`src/rtl/gmii_rx_pkg.sv`:
```
// ============================================================================
// gmii_rx_pkg : shared types and constants for the GMII receive framer
// Revision    : 1.0
// ============================================================================
`default_nettype none

package gmii_rx_pkg;

  typedef enum logic [1:0] {
    IDLE = 2'd0,
    PRE  = 2'd1,
    DATA = 2'd2,
    DROP = 2'd3
  } rx_state_t;

  localparam logic [7:0] PREAMBLE_BYTE = 8'h55;
  localparam logic [7:0] SFD_BYTE      = 8'hD5;

  localparam int LEN_W = 12;
  localparam int CNT_W = 16;

endpackage

`default_nettype wire

```
`src/rtl/gmii_rx_delay_line.sv`:
```
// ============================================================================
// gmii_rx_delay_line : DEPTH-deep byte shift register with occupancy tracking
// Revision           : 1.0
// ============================================================================
`default_nettype none

module gmii_rx_delay_line #(
  parameter int DEPTH = 1
) (
  input  logic       clk,
  input  logic       rst,
  input  logic       clear,
  input  logic       push,
  input  logic [7:0] din,
  output logic [7:0] head,
  output logic       full
);

  localparam int CW = $clog2(DEPTH + 1);

  logic [7:0]    sr [DEPTH];
  logic [CW-1:0] count;

  // Newest byte enters at index 0; the oldest sits at DEPTH-1 once full.
  always_ff @(posedge clk or posedge rst) begin
    if (rst) begin
      count <= '0;
      for (int i = 0; i < DEPTH; i++) sr[i] <= 8'h00;
    end else if (clear) begin
      count <= '0;
    end else if (push) begin
      sr[0] <= din;
      for (int i = 1; i < DEPTH; i++) sr[i] <= sr[i-1];
      if (!full) count <= count + CW'(1);
    end
  end

  assign head = sr[DEPTH-1];
  assign full = (count == CW'(DEPTH));

endmodule

`default_nettype wire

```
`src/rtl/gmii_rx_frame_parser.sv`:
```
// ============================================================================
// gmii_rx_frame_parser : GMII preamble/SFD checker and frame body framer.
// Optional FCS hold-back enabled by defining GMII_RX_FCS_STRIP_EN.
// Revision             : 1.0
// ============================================================================
`default_nettype none

module gmii_rx_frame_parser
  import gmii_rx_pkg::*;
#(
  parameter int MIN_LEN = 64,
  parameter int MAX_LEN = 1522,
  parameter int PRE_MAX = 15
) (
  input  logic             i_gmii_rxclk,
  input  logic             i_gmii_rst,
  input  logic             i_gmii_dv,
  input  logic             i_gmii_er,
  input  logic [7:0]       iv_gmii_rxd,
  output logic             o_data_wr,
  output logic [7:0]       ov_data,
  output logic             o_sof,
  output logic             o_eof,
  output logic             o_err,
  output logic [LEN_W-1:0] ov_frame_len,
  output logic [CNT_W-1:0] ov_good_cnt,
  output logic [CNT_W-1:0] ov_err_cnt
);

`ifdef GMII_RX_FCS_STRIP_EN
  localparam int LOOKAHEAD = 4;
`else
  localparam int LOOKAHEAD = 0;
`endif

  localparam logic [LEN_W-1:0] MIN_L   = LEN_W'(MIN_LEN);
  localparam logic [LEN_W-1:0] MAX_L   = LEN_W'(MAX_LEN);
  localparam logic [7:0]       PRE_LIM = 8'(PRE_MAX);

  rx_state_t        state;
  logic             in_dv, in_er;
  logic [7:0]       in_rxd;
  logic [7:0]       pre_cnt;
  logic [LEN_W-1:0] len;
  logic             sticky_er;
  logic             sof_pend;

  logic       dl_push, dl_clear, dl_full;
  logic [7:0] dl_head;
  logic [7:0] pre_nxt;
  logic       frame_bad;

  assign dl_push   = (state == DATA) && in_dv;
  assign dl_clear  = (state == DATA) && !in_dv;
  assign pre_nxt   = pre_cnt + 8'd1;
  assign frame_bad = sticky_er || (len < MIN_L) || (len > MAX_L);

  gmii_rx_delay_line #(
    .DEPTH (LOOKAHEAD + 1)
  ) u_delay_line (
    .clk   (i_gmii_rxclk),
    .rst   (i_gmii_rst),
    .clear (dl_clear),
    .push  (dl_push),
    .din   (in_rxd),
    .head  (dl_head),
    .full  (dl_full)
  );

  always_ff @(posedge i_gmii_rxclk or posedge i_gmii_rst) begin
    if (i_gmii_rst) begin
      in_dv        <= 1'b0;
      in_er        <= 1'b0;
      in_rxd       <= 8'h00;
      state        <= IDLE;
      pre_cnt      <= 8'd0;
      len          <= '0;
      sticky_er    <= 1'b0;
      sof_pend     <= 1'b0;
      o_data_wr    <= 1'b0;
      ov_data      <= 8'h00;
      o_sof        <= 1'b0;
      o_eof        <= 1'b0;
      o_err        <= 1'b0;
      ov_frame_len <= '0;
      ov_good_cnt  <= '0;
      ov_err_cnt   <= '0;
    end else begin
      in_dv        <= i_gmii_dv;
      in_er        <= i_gmii_er;
      in_rxd       <= iv_gmii_rxd;
      o_data_wr    <= 1'b0;
      ov_data      <= 8'h00;
      o_sof        <= 1'b0;
      o_eof        <= 1'b0;
      o_err        <= 1'b0;
      ov_frame_len <= '0;

      case (state)
        IDLE: begin
          if (in_dv) begin
            if (in_rxd == PREAMBLE_BYTE) begin
              state   <= PRE;
              pre_cnt <= 8'd1;
            end else if (in_rxd == SFD_BYTE) begin
              state     <= DATA;
              len       <= '0;
              sticky_er <= 1'b0;
              sof_pend  <= 1'b1;
            end else begin
              state      <= DROP;
              ov_err_cnt <= ov_err_cnt + CNT_W'(1);
            end
          end
        end

        PRE: begin
          if (!in_dv) begin
            state <= IDLE;
          end else if (in_er) begin
            state      <= DROP;
            ov_err_cnt <= ov_err_cnt + CNT_W'(1);
          end else if (in_rxd == PREAMBLE_BYTE) begin
            pre_cnt <= pre_nxt;
            if (pre_nxt > PRE_LIM) begin
              state      <= DROP;
              ov_err_cnt <= ov_err_cnt + CNT_W'(1);
            end
          end else if (in_rxd == SFD_BYTE) begin
            state     <= DATA;
            len       <= '0;
            sticky_er <= 1'b0;
            sof_pend  <= 1'b1;
          end else begin
            state      <= DROP;
            ov_err_cnt <= ov_err_cnt + CNT_W'(1);
          end
        end

        DATA: begin
          if (in_dv) begin
            if (len != {LEN_W{1'b1}}) len <= len + LEN_W'(1);
            if (in_er) sticky_er <= 1'b1;
            if (dl_full) begin
              o_data_wr <= 1'b1;
              ov_data   <= dl_head;
              o_sof     <= sof_pend;
              sof_pend  <= 1'b0;
            end
          end else begin
            // dv has fallen: len already holds the final count.
            state        <= IDLE;
            o_data_wr    <= 1'b1;
            o_sof        <= sof_pend;
            o_eof        <= 1'b1;
            ov_frame_len <= len;
            sof_pend     <= 1'b0;
            if (!dl_full) begin
              o_err      <= 1'b1;
              ov_err_cnt <= ov_err_cnt + CNT_W'(1);
            end else begin
              ov_data <= dl_head;
              o_err   <= frame_bad;
              if (frame_bad) ov_err_cnt  <= ov_err_cnt + CNT_W'(1);
              else           ov_good_cnt <= ov_good_cnt + CNT_W'(1);
            end
          end
        end

        DROP: begin
          if (!in_dv) state <= IDLE;
        end

        default: state <= IDLE;
      endcase
    end
  end

endmodule

`default_nettype wire

```
`config.mk`:
```
export PLATFORM = sky130hd
export DESIGN_NAME = gmii_rx_frame_parser
export DESIGN_NICKNAME = d
export VERILOG_FILES = /design/src/rtl/gmii_rx_pkg.sv /design/src/rtl/gmii_rx_delay_line.sv /design/src/rtl/gmii_rx_frame_parser.sv
export SDC_FILE = /design/constraint.sdc
export NUM_CORES = 1
export LEC_CHECK = 0
export BUFFER_PORTS_ARGS = -buffer_cell sky130_fd_sc_hd__buf_2
export CAP_MARGIN = 20
export CORE_MARGIN = 2
export CORE_UTILIZATION = 60
export CTS_CLUSTER_DIAMETER = 80
export CTS_CLUSTER_SIZE = 12
export DETAILED_ROUTE_END_ITERATION = 7
export PLACE_DENSITY = 0.83
export SYNTH_ARGS = -nofsm -noshare
export SYNTH_HDL_FRONTEND = slang
export SYNTH_HIERARCHICAL = 1
export SYNTH_SLANG_ARGS = --single-unit
```
`constraint.sdc`:
```
create_clock -name i_gmii_rxclk -period 8.8 [get_ports i_gmii_rxclk]
set_input_delay 1.76 -clock i_gmii_rxclk [delete_from_list [all_inputs] [get_ports i_gmii_rxclk]]
set_output_delay 1.76 -clock i_gmii_rxclk [all_outputs]
set_load 0.1 [all_outputs]
```
## Word-level counts from Yosys, hierarchy flattened

Cells that the tools add are included.
Widths: inputs -> output; s select.

| storage, ports and cells | value |
|---|---|
| flip-flop bits (word level) | 99 |
| bits of input ports | 12 |
| output and inout port bits | 56 |
| word-level logic and storage cells | 136 |

| operators by class | value |
|---|---|
| add/subtract/negate cells | 5 |
| $lt $le $gt $ge | 3 |
| equality and inequality tests | 21 |
| mux-type cells | 68 |
| bitwise logic cells | 3 |
| reduce and logical (&&, ||, !) cells | 18 |

Operators by type and width:

| kind | count |
|---|---|
| $mux 16 | 10 |
| $mux 12 | 9 |
| $mux 8 | 7 |
| $pmux 16 s3 | 1 |
| $pmux 12 s3 | 1 |
| $add 16x1->16 const B | 2 |
| $mux 1 | 29 |
| $ne 2x2->1 const B | 10 |
| $reduce_and 6->1 | 3 |
| $pmux 8 s2 | 1 |
| $mux 2 | 7 |
| $add 12x1->12 const B | 1 |
| $gt 12x11->1 const B | 1 |
| $lt 12x7->1 const B | 1 |
| $ne 12x12->1 const B | 1 |
| $add 8x1->8 const B | 1 |
| $eq 8x7->1 const B | 1 |
| $eq 8x8->1 const B | 1 |
| $gt 8x4->1 const B | 1 |
| $reduce_and 7->1 | 1 |
| $pmux 1 s3 | 2 |
| $pmux 2 s3 | 1 |
| $ne 5x5->1 const B | 1 |
| $reduce_and 5->1 | 1 |
| other kinds (18) | 24 |

## Depth between registers and ports, before layout

| logic depth | value |
|---|---|
| word-level depth | 7 |
| mapped depth | 9 |
| mapped depth without buffers | 7 |

## Modules after synthesis

The synthesis kept the hierarchy.

By module, submodules not included:

| module | instances | cells an instance | area an instance (µm²) | sequential area each (µm²) |
|---|---|---|---|---|
| gmii_rx_frame_parser | 1 | 458 | 4549.4 | 2252.2 |
| gmii_rx_delay_line | 1 | 22 | 381.6 | 225.2 |

## Worst setup path after synthesis

No wires, ideal clock.

| timing path | value |
|---|---|
| kind | register to output |
| from | reg ov_err_cnt[11] |
| to | out ov_err_cnt[11] |
| arrival time | 0.983 ns |
| data required time | 7.040 ns |
| setup slack | 6.057 ns |
| stages on the path, launching flop included | 1 |
| buffers on the path | 0 |
| cell sequence | dfrtp_1 |

RTL lines:

| element | line | text |
|---|---|---|
| from (decl) | gmii_rx_frame_parser.sv:27 | `output logic [CNT_W-1:0] ov_err_cnt` |
| from (signal assigned) | gmii_rx_frame_parser.sv:112 | `ov_err_cnt <= ov_err_cnt + CNT_W'(1);` |
| from (signal assigned) | gmii_rx_frame_parser.sv:122 | `ov_err_cnt <= ov_err_cnt + CNT_W'(1);` |
| from (signal assigned) | gmii_rx_frame_parser.sv:127 | `ov_err_cnt <= ov_err_cnt + CNT_W'(1);` |

No word-level cell between the ends.

## Final worst setup path

| timing path | value |
|---|---|
| from | reg ov_good_cnt[4] |
| to | out ov_good_cnt[4] |

RTL lines:

| element | line | text |
|---|---|---|
| from (decl) | gmii_rx_frame_parser.sv:26 | `output logic [CNT_W-1:0] ov_good_cnt,` |
| from (signal assigned) | gmii_rx_frame_parser.sv:165 | `else ov_good_cnt <= ov_good_cnt + CNT_W'(1);` |

No word-level cell between the ends.

==> impl_summary.log <==
[metrics] Synth cell types: 70
[metrics] CP peak stage delay: 0.49 ns
[metrics] transition time of the tightest slew-check pin: 0.990 ns
[metrics] total global routing track utilization: 0.253
[metrics] endpoints failing setup: 0
[metrics] hold buffer count at cts: 0
[metrics] Pins Over Slew Limit: 0
[metrics] initial antenna violation count: 0
[metrics] Core Region: 8090 um2
[metrics] sequential fraction of the synthesis area: 0.502
[metrics] global-route wire length before repair: 17.8 mm
[metrics] total global routing overflow: 0
[metrics] die outline width: 94.7 um
[metrics] hold crit path type: flip-flop to flip-flop
[metrics] EDFF count, synth: 0
[metrics] number of nets still failing antenna checks after routing: 0
[metrics] H-tree depth: 3
[metrics] fin crit share: 0.353
[metrics] shortest period the worst path allows: 3.11 ns
[metrics] buffering stage count on the worst path with inverters included: 1
[metrics] Synth Cell Area: 4930 um2
[metrics] TritonCTS clock tree: done
[metrics] clk sink count: 99
[metrics] static leakage power: 2.75 nW
[metrics] total wire length after detailed routing: 10.7 mm
[metrics] instance count on the critical path: 1
[metrics] latest clock arrival within the worst-skew pair: 0.37 ns
[metrics] number of global-route vias before repair: 3716
[metrics] maximum vdd drop: 143 uV
[metrics] proportion of synthesized flip-flops having asynchronous set or reset: 1.00
[metrics] required time of the worst setup path: 7.04 ns
[metrics] die outline area: 8960 um2
[metrics] number of top-level design ports: 68
[metrics] WL met2: 5.37 mm
[metrics] Routed met3 length: 576 um
[metrics] end-of-flow core utilization: 0.687
[metrics] ratio of cells with drive above 1 in the final layout: 0.205
[metrics] Clock Tree Root: sky130_fd_sc_hd__clkbuf_8
[metrics] effective utilization at floorplan: 0.609
[metrics] largest net degree at the start of global routing: 91
[metrics] placed instance area: 5300 um2
[metrics] final estimated routing congestion in global placement: 0.875
[metrics] crit path DAT: 1.35 ns
[metrics] highest achievable clock rate: 0.322 GHz
[metrics] gate count after technology mapping: 480
[metrics] cell count of the worst reg-to-reg path: 7
[metrics] fin nets: 559
[metrics] CP cell instances: buf_2
[metrics] Worst Skew: 0.0161 ns
[metrics] worst setup timing slack at the placement stage: 5.89 ns
[metrics] 1st-iter DRT viols: 216
[metrics] Bufs on Longest Clock Path: 2
[metrics] startpoint types: flip-flop
[metrics] max layer used: met4
[metrics] post-layout power: 1.44 mW
[metrics] number of core rows: 33
[metrics] worst-path maximum fanout: 8
[metrics] count of input and output buffers: 67
[metrics] RSZ-0062 raised after global routing: no
[metrics] synthesis-to-layout area growth: 12.7%
[metrics] slowest library cell on the worst path: sky130_fd_sc_hd__dfrtp_1
[metrics] number of flip-flops and latches in the synthesized netlist: 99
[metrics] synthesized area per cell: 10.3 um2
[metrics] top cell family by delay on the critical path: flip-flops
[metrics] endpoint type of the worst setup path: output port
[metrics] number of DRC violations after detailed routing: 0
[metrics] routed length on met1: 4.63 mm
[metrics] Avg Vias per Cell: 6.14
[metrics] per-cell routed wire length: 16.6 um
[metrics] hold path depth: 1
[metrics] setup TNS: 0 ns
[metrics] max cap viols: 0
[metrics] final design area excluding fillers: 5560 um2
[metrics] overall die height: 94.7 um
[metrics] via count of the routed design: 3968
[metrics] min setup slack post-route: 5.69 ns
[metrics] Max-Slew Margin vs Limit: 0.339
[metrics] number of warning messages in the yosys log: 6
[metrics] Synth Net Count: 502
[metrics] Post-CTS Setup Bufs: 0
[metrics] start-to-end type of the worst setup path: flip-flop to output port
[metrics] cts repair resizes: 0
[metrics] PwrDens: 259 nW/um2
[metrics] number of hold-slack violations in the final timing report: 0
[metrics] number of diodes added for antenna fixing: 0
[metrics] run status: finished, final reports clean
[metrics] Worst-path clk slew: 0.10 ns
[metrics] detailed-routing iteration count for the pre-antenna-repair pass: 5
[metrics] Primary FF master, synth: sky130_fd_sc_hd__dfrtp_1
[metrics] half-perimeter wire length after detailed placement: 7.31 mm
[metrics] CTS Buf Count: 9
==> kinds of logic (layout without fill, tap and decap cells) <==
group                      after synthesis  in the layout  synth area share
DFF                                     99             99             0.502
AOI/OAI and AO/OA                      106            106             0.150
buffers and inverters                   42            103            0.0381
and+or+nand+nor                        197            197             0.226
muxes                                   11             11            0.0315
adders and majority gates               10             10            0.0254
xor gates and xnor gates                15             15            0.0266
==> registers in the layout, summed over array words and instances, names as in the netlist, 2 cells and up <==
name,cells
pre_cnt,8
ov_data,8
in_rxd,8
state,2
ov_frame_len,12
u_delay_line/head,8
ov_good_cnt,16
len,12
ov_err_cnt,16
==> final timing paths <==
check	startpoint	end	slack, ns
min in group asynchronous	i_gmii_rst	u_delay_line/head[0]$_DFFE_PP0P_	1.36
max reg2reg	state[0]$_DFFE_PP0P_	ov_err_cnt[2]$_DFFE_PP0P_	6.20
min reg2reg	ov_good_cnt[15]$_DFFE_PP0P_	ov_good_cnt[15]$_DFFE_PP0P_	0.47
max	ov_good_cnt[4]$_DFFE_PP0P_	ov_good_cnt[4]	5.69
max in group asynchronous	i_gmii_rst	ov_frame_len[3]$_DFF_PP0_	6.77
min	ov_good_cnt[15]$_DFFE_PP0P_	ov_good_cnt[15]$_DFFE_PP0P_	0.47
==> per-stage QoR <==
step / std cells / hold slack [ns]
finish: 646 / 0.467
CTS: 645 / 0.474
global placement: 630 / 0.452
floorplan: 480 / 0.471
global route: 646 / 0.502
detailed placement: 630 / 0.458
==> layer usage <==
| metal | vias to the layer above | GRT usage |
|---|---|---|
| li1 | 1888 | - |
| met1 | 1928 | 0.336 |
| met2 | 132 | 0.404 |
| met3 | 20 | 0.0607 |
| met4 | 0 | 0.0966 |
| met5 | - | 0 |
==> cells in the final DEF, fill, tap and decap left out, drive strengths merged, types with 12 or more instances in the layout <==
cell type	count
dfrtp	99
nor3	17
clkbuf	12
o21ai	33
nand2	43
a21oi	18
buf	71
nor2	17
inv	17
nand3	25
and3	36
==> cells in the mapped netlist (3+ instances only) <==
| library cell | count | area [um2] |
|---|---|---|
| sky130_fd_sc_hd__o21ai_0 | 32 | 160 |
| sky130_fd_sc_hd__nor3_1 | 17 | 85.1 |
| sky130_fd_sc_hd__nor2_1 | 16 | 60.1 |
| sky130_fd_sc_hd__o31ai_1 | 3 | 22.5 |
| sky130_fd_sc_hd__and3_1 | 36 | 225 |
| sky130_fd_sc_hd__mux2_4 | 9 | 135 |
| sky130_fd_sc_hd__nand2_1 | 43 | 161 |
| sky130_fd_sc_hd__or4_1 | 3 | 22.5 |
| sky130_fd_sc_hd__dfrtp_1 | 99 | 2480 |
| sky130_fd_sc_hd__a31oi_1 | 11 | 68.8 |
| sky130_fd_sc_hd__nand3b_1 | 7 | 52.6 |
| sky130_fd_sc_hd__xor2_1 | 11 | 96.3 |
| sky130_fd_sc_hd__a41oi_1 | 4 | 35.0 |
| sky130_fd_sc_hd__a22o_1 | 3 | 26.3 |
| sky130_fd_sc_hd__and2_1 | 4 | 25.0 |
| sky130_fd_sc_hd__a21oi_1 | 18 | 90.1 |
| sky130_fd_sc_hd__inv_1 | 17 | 63.8 |
| sky130_fd_sc_hd__nand4_1 | 10 | 62.6 |
| sky130_fd_sc_hd__buf_2 | 6 | 30.0 |
| sky130_fd_sc_hd__ha_1 | 10 | 125 |
| sky130_fd_sc_hd__nor2b_1 | 5 | 31.3 |
| sky130_fd_sc_hd__o221ai_1 | 9 | 78.8 |
| sky130_fd_sc_hd__xnor2_1 | 4 | 35.0 |
| sky130_fd_sc_hd__nor4_1 | 7 | 43.8 |
| sky130_fd_sc_hd__clkbuf_1 | 14 | 52.6 |
| sky130_fd_sc_hd__nand3_1 | 24 | 120 |
| sky130_fd_sc_hd__nand2b_1 | 4 | 25.0 |
==> worst reg2reg max path: stages, from the launching register on <==
cell and delay (ns):
sky130_fd_sc_hd__dfrtp_1 0.44, sky130_fd_sc_hd__inv_1 0.11, sky130_fd_sc_hd__ha_1 0.20, sky130_fd_sc_hd__buf_4 0.26
sky130_fd_sc_hd__nor3_1 0.75, sky130_fd_sc_hd__nor2_1 0.19, sky130_fd_sc_hd__and4b_1 0.26, sky130_fd_sc_hd__a221o_1 0.29
==> where the power goes <==
part	total (mW)	internal [mW]	switching, mW
Sequential	0.568	0.512	0.0563
Clock	0.336	0.183	0.153
Combinational	0.535	0.139	0.395
==> cell type report <==
type / instances / area (um2)
flip-flops and latches: 99 / 2480
well taps: 105 / 131
clock buffers: 12 / 165
repair buffers: 71 / 385
clock inverters: 3 / 68.8
inverters: 17 / 65.1
multi-input cells: 339 / 2270
fillers: 658 / 2530
(Power assumes the default switching activity.)
